===== src/rtl/video_timing_gen.sv =====
// video_timing_gen: raster timing source producing a pixel clock enable, pixel/line counters, blanking and line/frame markers.
// Ports:
//   i_clk          system clock
//   i_reset        asynchronous active-high reset
//   o_ce_pix       one-clk pixel enable, once every CE_DIV clks
//   o_hcnt/o_vcnt  pixel and line counters, stable for the whole ce_pix cycle
//   o_hblank       high while o_hcnt >= H_ACTIVE
//   o_vblank       high while o_vcnt >= V_ACTIVE
//   o_line_start   coincident with ce_pix when o_hcnt == 0
//   o_frame_start  coincident with ce_pix when o_hcnt == 0 and o_vcnt == 0
//   o_frame_cnt    completed-frame counter, wraps silently
module video_timing_gen #(
    parameter int CE_DIV     = 4,
    parameter int H_TOTAL    = 384,
    parameter int H_ACTIVE   = 256,
    parameter int V_TOTAL    = 264,
    parameter int V_ACTIVE   = 224,
    parameter bit SYNC_CHECK = 1'b1
) (
    input  logic       i_clk,
    input  logic       i_reset,
    output logic       o_ce_pix,
    output logic [8:0] o_hcnt,
    output logic [8:0] o_vcnt,
    output logic       o_hblank,
    output logic       o_vblank,
    output logic       o_line_start,
    output logic       o_frame_start,
    output logic [7:0] o_frame_cnt
);
    localparam logic [3:0] CDIV_LAST = 4'(CE_DIV - 1);
    localparam logic [8:0] H_LAST    = 9'(H_TOTAL - 1);
    localparam logic [8:0] H_ACT     = 9'(H_ACTIVE);
    localparam logic [8:0] V_LAST    = 9'(V_TOTAL - 1);
    localparam logic [8:0] V_ACT     = 9'(V_ACTIVE);

    // The sync generator places its pulses inside blanking, so blanking must be wide enough.
    if (SYNC_CHECK && ((H_TOTAL - H_ACTIVE) < 45 || (V_TOTAL - V_ACTIVE) < 25)) begin : g_sync_chk
        $error("video_timing_gen: blanking too narrow for sync generator");
    end

    logic [3:0] r_cdiv;
    logic       r_ce;
    logic [8:0] r_hcnt;
    logic [8:0] r_vcnt;
    logic       r_hblank;
    logic       r_vblank;
    logic       r_line;
    logic       r_frame;
    logic [7:0] r_fcnt;

    logic       w_cdiv_last;
    logic       w_hlast;
    logic       w_vlast;
    logic [8:0] w_hnext;
    logic [8:0] w_vnext;
    logic [8:0] w_hafter;
    logic [8:0] w_vafter;

    assign w_cdiv_last = r_cdiv == CDIV_LAST;
    assign w_hlast     = r_hcnt == H_LAST;
    assign w_vlast     = r_vcnt == V_LAST;
    assign w_hnext     = w_hlast ? 9'd0 : r_hcnt + 9'd1;
    assign w_vnext     = w_hlast ? (w_vlast ? 9'd0 : r_vcnt + 9'd1) : r_vcnt;
    // Counter values that will hold during the next cycle; with CE_DIV=1 they
    // advance on the same edge that raises the markers.
    assign w_hafter    = r_ce ? w_hnext : r_hcnt;
    assign w_vafter    = r_ce ? w_vnext : r_vcnt;

    always_ff @(posedge i_clk or posedge i_reset) begin
        if (i_reset) begin
            r_cdiv   <= 4'd0;
            r_ce     <= 1'b0;
            r_hcnt   <= 9'd0;
            r_vcnt   <= 9'd0;
            r_hblank <= 1'b0;
            r_vblank <= 1'b0;
            r_line   <= 1'b0;
            r_frame  <= 1'b0;
            r_fcnt   <= 8'd0;
        end else begin
            r_cdiv  <= w_cdiv_last ? 4'd0 : r_cdiv + 4'd1;
            r_ce    <= w_cdiv_last;
            r_line  <= w_cdiv_last && w_hafter == 9'd0;
            r_frame <= w_cdiv_last && w_hafter == 9'd0 && w_vafter == 9'd0;
            if (r_ce) begin
                r_hcnt   <= w_hnext;
                r_vcnt   <= w_vnext;
                r_hblank <= w_hnext >= H_ACT;
                r_vblank <= w_vnext >= V_ACT;
                if (w_hlast && w_vlast)
                    r_fcnt <= r_fcnt + 8'd1;
            end
        end
    end

    assign o_ce_pix      = r_ce;
    assign o_hcnt        = r_hcnt;
    assign o_vcnt        = r_vcnt;
    assign o_hblank      = r_hblank;
    assign o_vblank      = r_vblank;
    assign o_line_start  = r_line;
    assign o_frame_start = r_frame;
    assign o_frame_cnt   = r_fcnt;
endmodule


===== config.mk =====
export PLATFORM = sky130hd
export DESIGN_NAME = video_timing_gen
export DESIGN_NICKNAME = d
export VERILOG_FILES = /design/src/rtl/video_timing_gen.sv
export SDC_FILE = /design/constraint.sdc
export NUM_CORES = 1
export LEC_CHECK = 0
export CAP_MARGIN = 20
export CELL_PAD_IN_SITES_DETAIL_PLACEMENT = 2
export CELL_PAD_IN_SITES_GLOBAL_PLACEMENT = 2
export CORE_MARGIN = 1
export CORE_UTILIZATION = 33
export DETAILED_ROUTE_END_ITERATION = 12
export PLACE_DENSITY = 0.9
export SLEW_MARGIN = 10
export SYNTH_ARGS = -nofsm -noshare
export SYNTH_HDL_FRONTEND = slang
export SYNTH_SLANG_ARGS = --single-unit

===== constraint.sdc =====
create_clock -name i_clk -period 2.64 [get_ports i_clk]
set_input_delay 0.528 -clock i_clk [delete_from_list [all_inputs] [get_ports i_clk]]
set_output_delay 0.528 -clock i_clk [all_outputs]
set_load 0.02 [all_outputs]

Word-level counts from Yosys, hierarchy flattened --
Cells that the tools add are included.
Word-level totals: flip-flop bits (word level) 35, latch bits 0, RAM bits 0, ROM bits 0, output and inout port bits 31, word-level logic and storage cells 30, memories 0
Operators by class: add/sub/neg operators 4, multiply operators 0, divide/modulo/power cells 0, magnitude comparators 2, equal/unequal tests 3, shifts and indexed selects 0, mux-type cells 6, bitwise logic cells 0, reductions and logical operators 6
Operator list (count):
- $mux 9 | 5
- $add 9x1->9 const B | 2
- $eq 9x9->1 const B | 2
- $logic_not 9->1 | 2
- $ge 9x8->1 const B | 1
- $ge 9x9->1 const B | 1
- $add 8x1->8 const B | 1
- $add 4x1->4 const B | 1
- $eq 4x2->1 const B | 1
- $mux 4 | 1
- $logic_and 1x1->1 | 3
- $reduce_and 2->1 | 1

Depth between registers and ports, before layout --
Gate-level depths: netlist of run 1.
depth after elaboration 6, depth in mapped cells 7

Worst setup path after synthesis of run 1 --
OpenSTA, ideal clock, no wires.
path kind flip-flop to flip-flop, start register r_hcnt[0], in the netlist o_hcnt[0], end register r_frame, in the netlist o_frame_start, arrival 2.192 ns, required time 2.545 ns, path slack 0.353 ns, cell stages (with the launch flop) 8, buffers on the path 1, clock period less this slack 2.287 ns, cells stage by stage dfrtp_1 ha_1 buf_2 nand2_1 or4_4 o41ai_1 a22oi_1 nor4b_2
On the way: word-level cells in the longest chain between the ends 6, elaborated cells between the ends (all ways) 10, those cells by class 1 x add/sub; 1 x eq/ne; 4 x mux; 4 x reduce/logical
RTL lines:
- start: declaration | line 44 | logic [8:0] r_hcnt;
- start signal: assignment | line 87 | r_hcnt <= w_hnext;
- $add 9x1->9 or $eq 9x9->1 (tied branches) | line 63, 61
- $mux 9 | line 63 | assign w_hnext = w_hlast ? 9'd0 : r_hcnt + 9'd1;
- $mux 9
- $logic_not 9->1 | line 85 | r_frame <= w_cdiv_last && w_hafter == 9'd0 && w_vafter == 9'd0;
- $logic_and 1x1->1 | line 85
- $logic_and 1x1->1 (*) | line 85
- end signal: assignment | line 79 | r_frame <= 1'b0;
- end signal: assignment | line 85
- end: declaration | line 49 | logic r_frame;
Every way passes the cells marked *; elsewhere a longest branch is shown, timed or not. A chain may end at the register's enable or synchronous reset.

Worst setup path after layout of run 1 --
Same ends and word-level chain as after synthesis.

==> results of run 1 <==
## cell families (layout without fill, tap and decap cells)
group / count (synthesis) / in the layout
AO/OA/AOI/OAI: 31 / 31
AND/OR/NAND/NOR: 90 / 90
buffers and inverters: 19 / 53
flip-flops: 35 / 35
adder cells (fa/ha/maj): 4 / 4
multiplexers: 5 / 5
XOR/XNOR: 20 / 20
## through the flow
step           instance area [sq um]  total power (W)  utilization, %  std cells  hold WS, ns
2_1_floorplan                   1970         0.000554               -        204        0.433
3_3_place_gp                    2370         0.000560            42.3        302        0.454
3_5_place_dp                    2370         0.000561            42.3        302        0.488
4_1_cts                         2460         0.000949            43.8        310        0.501
5_1_grt                         2460         0.000973            43.8        310        0.507
6_report                        2460         0.000934            43.8        310        0.486
## routing by layer
metal  vias to the layer above  GRT usage, %  share of wire, %
li1                        809             -                 -
met1                       871          27.6                46
met2                        44          34.0                49
met3                         8          4.14               3.4
met4                         0          6.73               1.5
met5                         -             0                 0
## synthesized netlist by cell type (3+ instances only)
cell and n:
xor2_1 9, nor4_1 5, xnor2_1 11, buf_2 5
a31oi_1 3, dfrtp_1 35, nor3_1 6, inv_1 6
a21oi_1 5, nand2_1 16, o21ai_0 7, clkbuf_1 6
and4b_1 3, nand3_1 13, nand4_1 10, nor2_1 12
ha_1 4, or2_2 3, mux2_2 3, and4_1 4
nand2b_1 3
## sequential cells by signal, indices dropped and copies added (netlist names)
name	count
o_vcnt	9
o_hblank	1
r_cdiv	4
o_vblank	1
o_frame_cnt	8
o_ce_pix	1
o_line_start	1
o_frame_start	1
o_hcnt	9
## layout make-up
cell class              count  area share, %
multi-input cells         150           41.1
flip-flops and latches     35           35.6
repair buffers             39           15.2
well taps                  72           3.67
clock buffers               6           2.95
inverters                   6          0.916
clock inverters             2          0.509
## where the power goes
part | total (W) | switching, W | internal [W]
Combinational | 0.0000132 | 0.0000109 | 0.00000237
Clock | 0.000385 | 0.000201 | 0.000184
Sequential | 0.000536 | 0 | 0.000536
## worst paths after layout
| path | endpoint | depth (start not counted) |
|---|---|---|
| worst max-delay path | o_frame_start$_DFF_PP0_ | 6 |
| worst min-delay path | r_cdiv[0]$_DFF_PP0_ | 1 |
| worst max register to register | o_frame_start$_DFF_PP0_ | 6 |
| worst min register to register | r_cdiv[0]$_DFF_PP0_ | 1 |
| max in group asynchronous | o_hblank$_DFFE_PP0P_ | 3 |
| min in group asynchronous | r_cdiv[1]$_DFF_PP0_ | 3 |
## critical path, cell delays in order, from the launching register on
cell and delay, ns:
dfrtp_1 0.48, ha_1 0.22, nand2_1 0.15, or4_4 0.57, o41ai_1 0.40, a22oi_1 0.14
nor4b_2 0.29
==> impl_metrics.tcl, run 1 <==
set metrics [dict create \
    finalClockSkew_ns 0.00454 \
    ys_types 48 \
    track_usage_pct 20.8 \
    final_cell_mix "dfrtp_1 (35), clkdlybuf4s50_1 (32), nand2_1 (16), nand3_1 (13), nor2_1 (12)" \
    critPathArrivalTime_ns 2.54 \
    synth-edff-count 0 \
    dp_hpwl_um 4110 \
    peakVddDrop_v 0.000294 \
    yosys-top-cells-area "dfrtp_1 (45%), xnor2_1 (4.9%), xor2_1 (4.0%)" \
    worst_slack_ns 0.295 \
    rows 27 \
    syn_area_sq_mm 0.00197 \
    antenna_found_initial 0 \
    synth-compound-area-share_pct 10.5 \
    cts_buffers 5 \
    ys_seq_area_share_pct 44.6 \
    die_height_um 79.2 \
    path_clk_slew_ns 0.07 \
    yosys_warnings 0 \
    synth_cells 204 \
    tritoncts "done" \
    synth-seq-cells 35 \
    ios 33 \
    crit_type "reg -> reg" \
    cts_setup_buffers 0 \
    setup_violations 0 \
    synth_mux_area_share_pct 2.74 \
    ys.flop_type "dfrtp_1" \
    coreArea_sq_mm 0.00561 \
    nFillCells 611 \
    hold_path.class "reg -> reg" \
    startpoint "o_hcnt[0]$_DFF_PP0_" \
    required_ns 2.84 \
    grt_pass1_vias 1815 \
    final_common_cell "dfrtp_1" \
    post_cts_resized 0 \
    drt-wirelength-per-cell_um 19.0 \
    avgViaCountPerCell 5.59 \
    leakagePower_nw 1.07 \
    post-route-period-util_pct 88.8 \
    synth_top_area_cell "dfrtp_1" \
    clk_path_buf_depth 2 \
    async_reset_ff_share_pct 100 \
    drt.antenna.violating_nets 0 \
    synth-xor-area-share_pct 8.91 \
    grt_pass1_wl_um 9890 \
    worstSetupEndpointType "flip-flop" \
    grt.overflow.total 0 \
    io_buffers 32 \
    r2r_start "o_hcnt[0]$_DFF_PP0_" \
    detailedPlace.worstSlack_ns 0.434 \
    synthSimpleGateAreaFrac_pct 26.7 \
    crit_path_start_kind "flip-flop" \
    multiInputGateArea_sq_mm 0.00101 \
    max_cap_viol_count 0 \
    initial_core_util_pct 35.1 \
    reg2reg_slack_ns 0.29 \
    avgSynthCellArea_sq_um 9.64 \
    areaGrowthSynthToFinish_pct 25.0 \
    synth_fa_ha_area_share_pct 2.55 \
    hp-start "r_cdiv[0]$_DFF_PP0_" \
    regArea_sq_um 876 \
    dr.pass1.iters 4 \
    nets 243 \
    grt_max_degree 36 \
    min_period_ns 2.35 \
    status "finished clean" \
    drt_iter0_drc 118 \
    finalSetupTns_ns 0 \
    worstPathMaxFanout 8 \
    htree_levels 2 \
    max_freq_mhz 426 \
    clk_latency_ns 0.29 \
    holdBufCountCts 0 \
    drive_above_1_share_pct 10.1 \
    max-slew-margin-rel_pct 69.6 \
    place_congestion 0.763 \
    die_width_um 79.2 \
    cts.sinks 35 \
    slew_viol_final 0 \
    vias 1732 \
    powerDensity_mw_per_mm2 380 \
    diodes 0 \
    drc 0 \
    tightest_slew_ns 0.453 \
    hold_violations 0 \
    design.die.area_sq_mm 0.00627 \
    synth_top_family_by_area "simple AND/OR/NAND/NOR gates" \
    rsz0062_at_grt "false" \
    syn_nets 210 \
    yosysTopAreaCellShare_pct 44.6 \
    clockRootBuffer "clkbuf_8" \
    drt-total-wl_um 5880 \
]
(Power assumes the default switching activity.)
==> inputs of run 2 (changes only) <==
Settings changed: CORE_ASPECT_RATIO from default to 2, CORE_MARGIN 1 to default.
Clock period 2.64 ns to 2.5 ns, I/O delays scaled along.
==> impl_metrics.tcl, run 2 (synthesis results as in run 1) <==
set metrics [dict create \
    io_buffers 32 \
    max_cap_viol_count 0 \
    drt-total-wl_um 6460 \
    leakagePower_nw 1.13 \
    finalPower_w 0.00118 \
    r2r_start "o_hcnt[0]$_DFF_PP0_" \
    placed_area_sq_mm 0.00240 \
    p_sw_share_pct 21.0 \
    max_freq_mhz 429 \
    pwr-share-seq_pct 48.0 \
    rows 39 \
    avgViaCountPerCell 5.91 \
    place_congestion 0.874 \
    path_clk_slew_ns 0.06 \
    die_height_um 111 \
    worst_slack_ns 0.171 \
    combPwrFrac_pct 1.2 \
    power_frac_clock_pct 50.8 \
    clk_path_buf_depth 2 \
    final_cell_mix "dfrtp_1 (35), clkdlybuf4s50_1 (32), nand2_1 (16), nand3_1 (13)" \
    die_width_um 56.6 \
    post_cts_resized 0 \
    ios 33 \
    crit_path_start_kind "flip-flop" \
    antenna_found_initial 0 \
    cts_buffers 5 \
    min_period_ns 2.33 \
    dr.pass1.iters 4 \
    htree_levels 2 \
    track_usage_pct 22.1 \
    critPathArrivalTime_ns 2.52 \
    hold_violations 0 \
    r2r-end "o_frame_start$_DFF_PP0_" \
    p_sw_w 0.000248 \
    whs_path_depth 1 \
    dp_hpwl_um 4760 \
    post-route-period-util_pct 93.2 \
    nets 248 \
    max-slew-margin-rel_pct 63.0 \
    clk_latency_ns 0.28 \
    powerDensity_mw_per_mm2 466 \
    slowest_delay_ns 0.56 \
    final_common_cell "dfrtp_1" \
    holdBufCountCts 0 \
    grt_pass1_wl_um 10500 \
    grt.overflow.total 0 \
    vias 1791 \
    design.die.area_sq_mm 0.00629 \
    finalClockSkew_ns 0.00288 \
    required_ns 2.69 \
    tightest_slew_ns 0.550 \
    grt_max_degree 36 \
    detailedPlace.worstSlack_ns 0.276 \
    worstHoldEndpoint "o_frame_cnt[7]$_DFFE_PP0P_" \
    hp-start "o_frame_cnt[7]$_DFFE_PP0P_" \
    drc 0 \
    drt.antenna.violating_nets 0 \
    grt_pass1_vias 1976 \
    drive_above_1_share_pct 12.0 \
    initial_core_util_pct 34.4 \
    rsz0062_at_grt "false" \
    timing.hold.ws_ns 0.476 \
    cp_cell_sequence "ha_1 -> nand2_1 -> or4_4 -> o41ai_1 -> a22oi_1 -> nor4b_2" \
    areaGrowthSynthToFinish_pct 29.0 \
    peakVddDrop_v 0.000412 \
    crit_type "reg -> reg" \
    setup_violations 0 \
    cts.sinks 35 \
    coreArea_sq_mm 0.00571 \
    hold_path.class "reg -> reg" \
    cpMaxStageDelayCell "or4_4" \
    status "finished clean" \
    clockRootBuffer "clkbuf_16" \
    reg2reg_slack_ns 0.17 \
    design_area_sq_mm 0.00253 \
    worstSetupEndpointType "flip-flop" \
    tritoncts "done" \
    drt_iter0_drc 31 \
    diodes 0 \
    drt-wirelength-per-cell_um 21.3 \
    worstPathMaxFanout 8 \
    cts_setup_buffers 0 \
    finalSetupTns_ns 0 \
    p_int_w 0.000932 \
    rr_worst_depth 6 \
    slew_viol_final 0 \
]
[run 2: through the flow]
step	util (%)	std cells
after detailed placement	42.0	296
after floorplan	-	204
after global routing	44.4	303
after CTS	44.4	303
after global placement	42.0	296
final	44.4	303
[run 2: how the worst max path moves through the flow]
stage,end,startpoint,cells past startpoint
6_report,o_frame_start$_DFF_PP0_,o_hcnt[0]$_DFF_PP0_,6
5_1_grt,o_frame_start$_DFF_PP0_,o_hcnt[0]$_DFF_PP0_,6
4_1_cts,o_frame_start$_DFF_PP0_,o_hcnt[0]$_DFF_PP0_,6
3_5_place_dp,o_frame_start$_DFF_PP0_,o_hcnt[0]$_DFF_PP0_,6
3_3_place_gp,o_frame_start$_DFF_PP0_,o_hcnt[0]$_DFF_PP0_,6
2_1_floorplan,o_frame_start$_DFF_PP0_,o_hcnt[0]$_DFF_PP0_,7
[run 2: worst max-delay path: cells and delay by family, from the launching register on]
family,cells,cell delay (ns)
simple gates,3,0.98
flops,1,0.48
compound gates,2,0.54
fa+ha+maj,1,0.23
[run 2: layer usage]
metal,track usage [%],vias up,wire length [um]
met5,0,-,0
met4,12.7,0,281
met3,3.97,18,135
met2,39.8,35,3650
met1,23.2,916,2400
li1,-,822,-
[run 2: cell type report]
type / count / area, sq um
clock inverter: 2 / 13.8
clock buffer: 5 / 125
tap: 61 / 76.3
timing repair buffer: 44 / 410
multi-input combinational: 150 / 1010
inverter: 6 / 22.5
sequential: 35 / 876
fill: 624 / 3170
[run 2: power groups by stage]
| stage | clock, W | sequential [W] | combinational [W] |
|---|---|---|---|
| 6_report | 0.000599 | 0.000567 | 0.0000141 |
| 5_1_grt | 0.000631 | 0.000566 | 0.0000166 |
| 4_1_cts | 0.000616 | 0.000567 | 0.0000151 |
| 3_5_place_dp | 0 | 0.000577 | 0.0000150 |
| 3_3_place_gp | 0 | 0.000577 | 0.0000147 |
| 2_1_floorplan | 0 | 0.000577 | 0.00000834 |
==> inputs of run 3 (changes only) <==
Settings changed: CAP_MARGIN 20 to 30.
==> results of run 3 <==
Same layout as run 2: the final DEF is identical, and so are final timing and power.
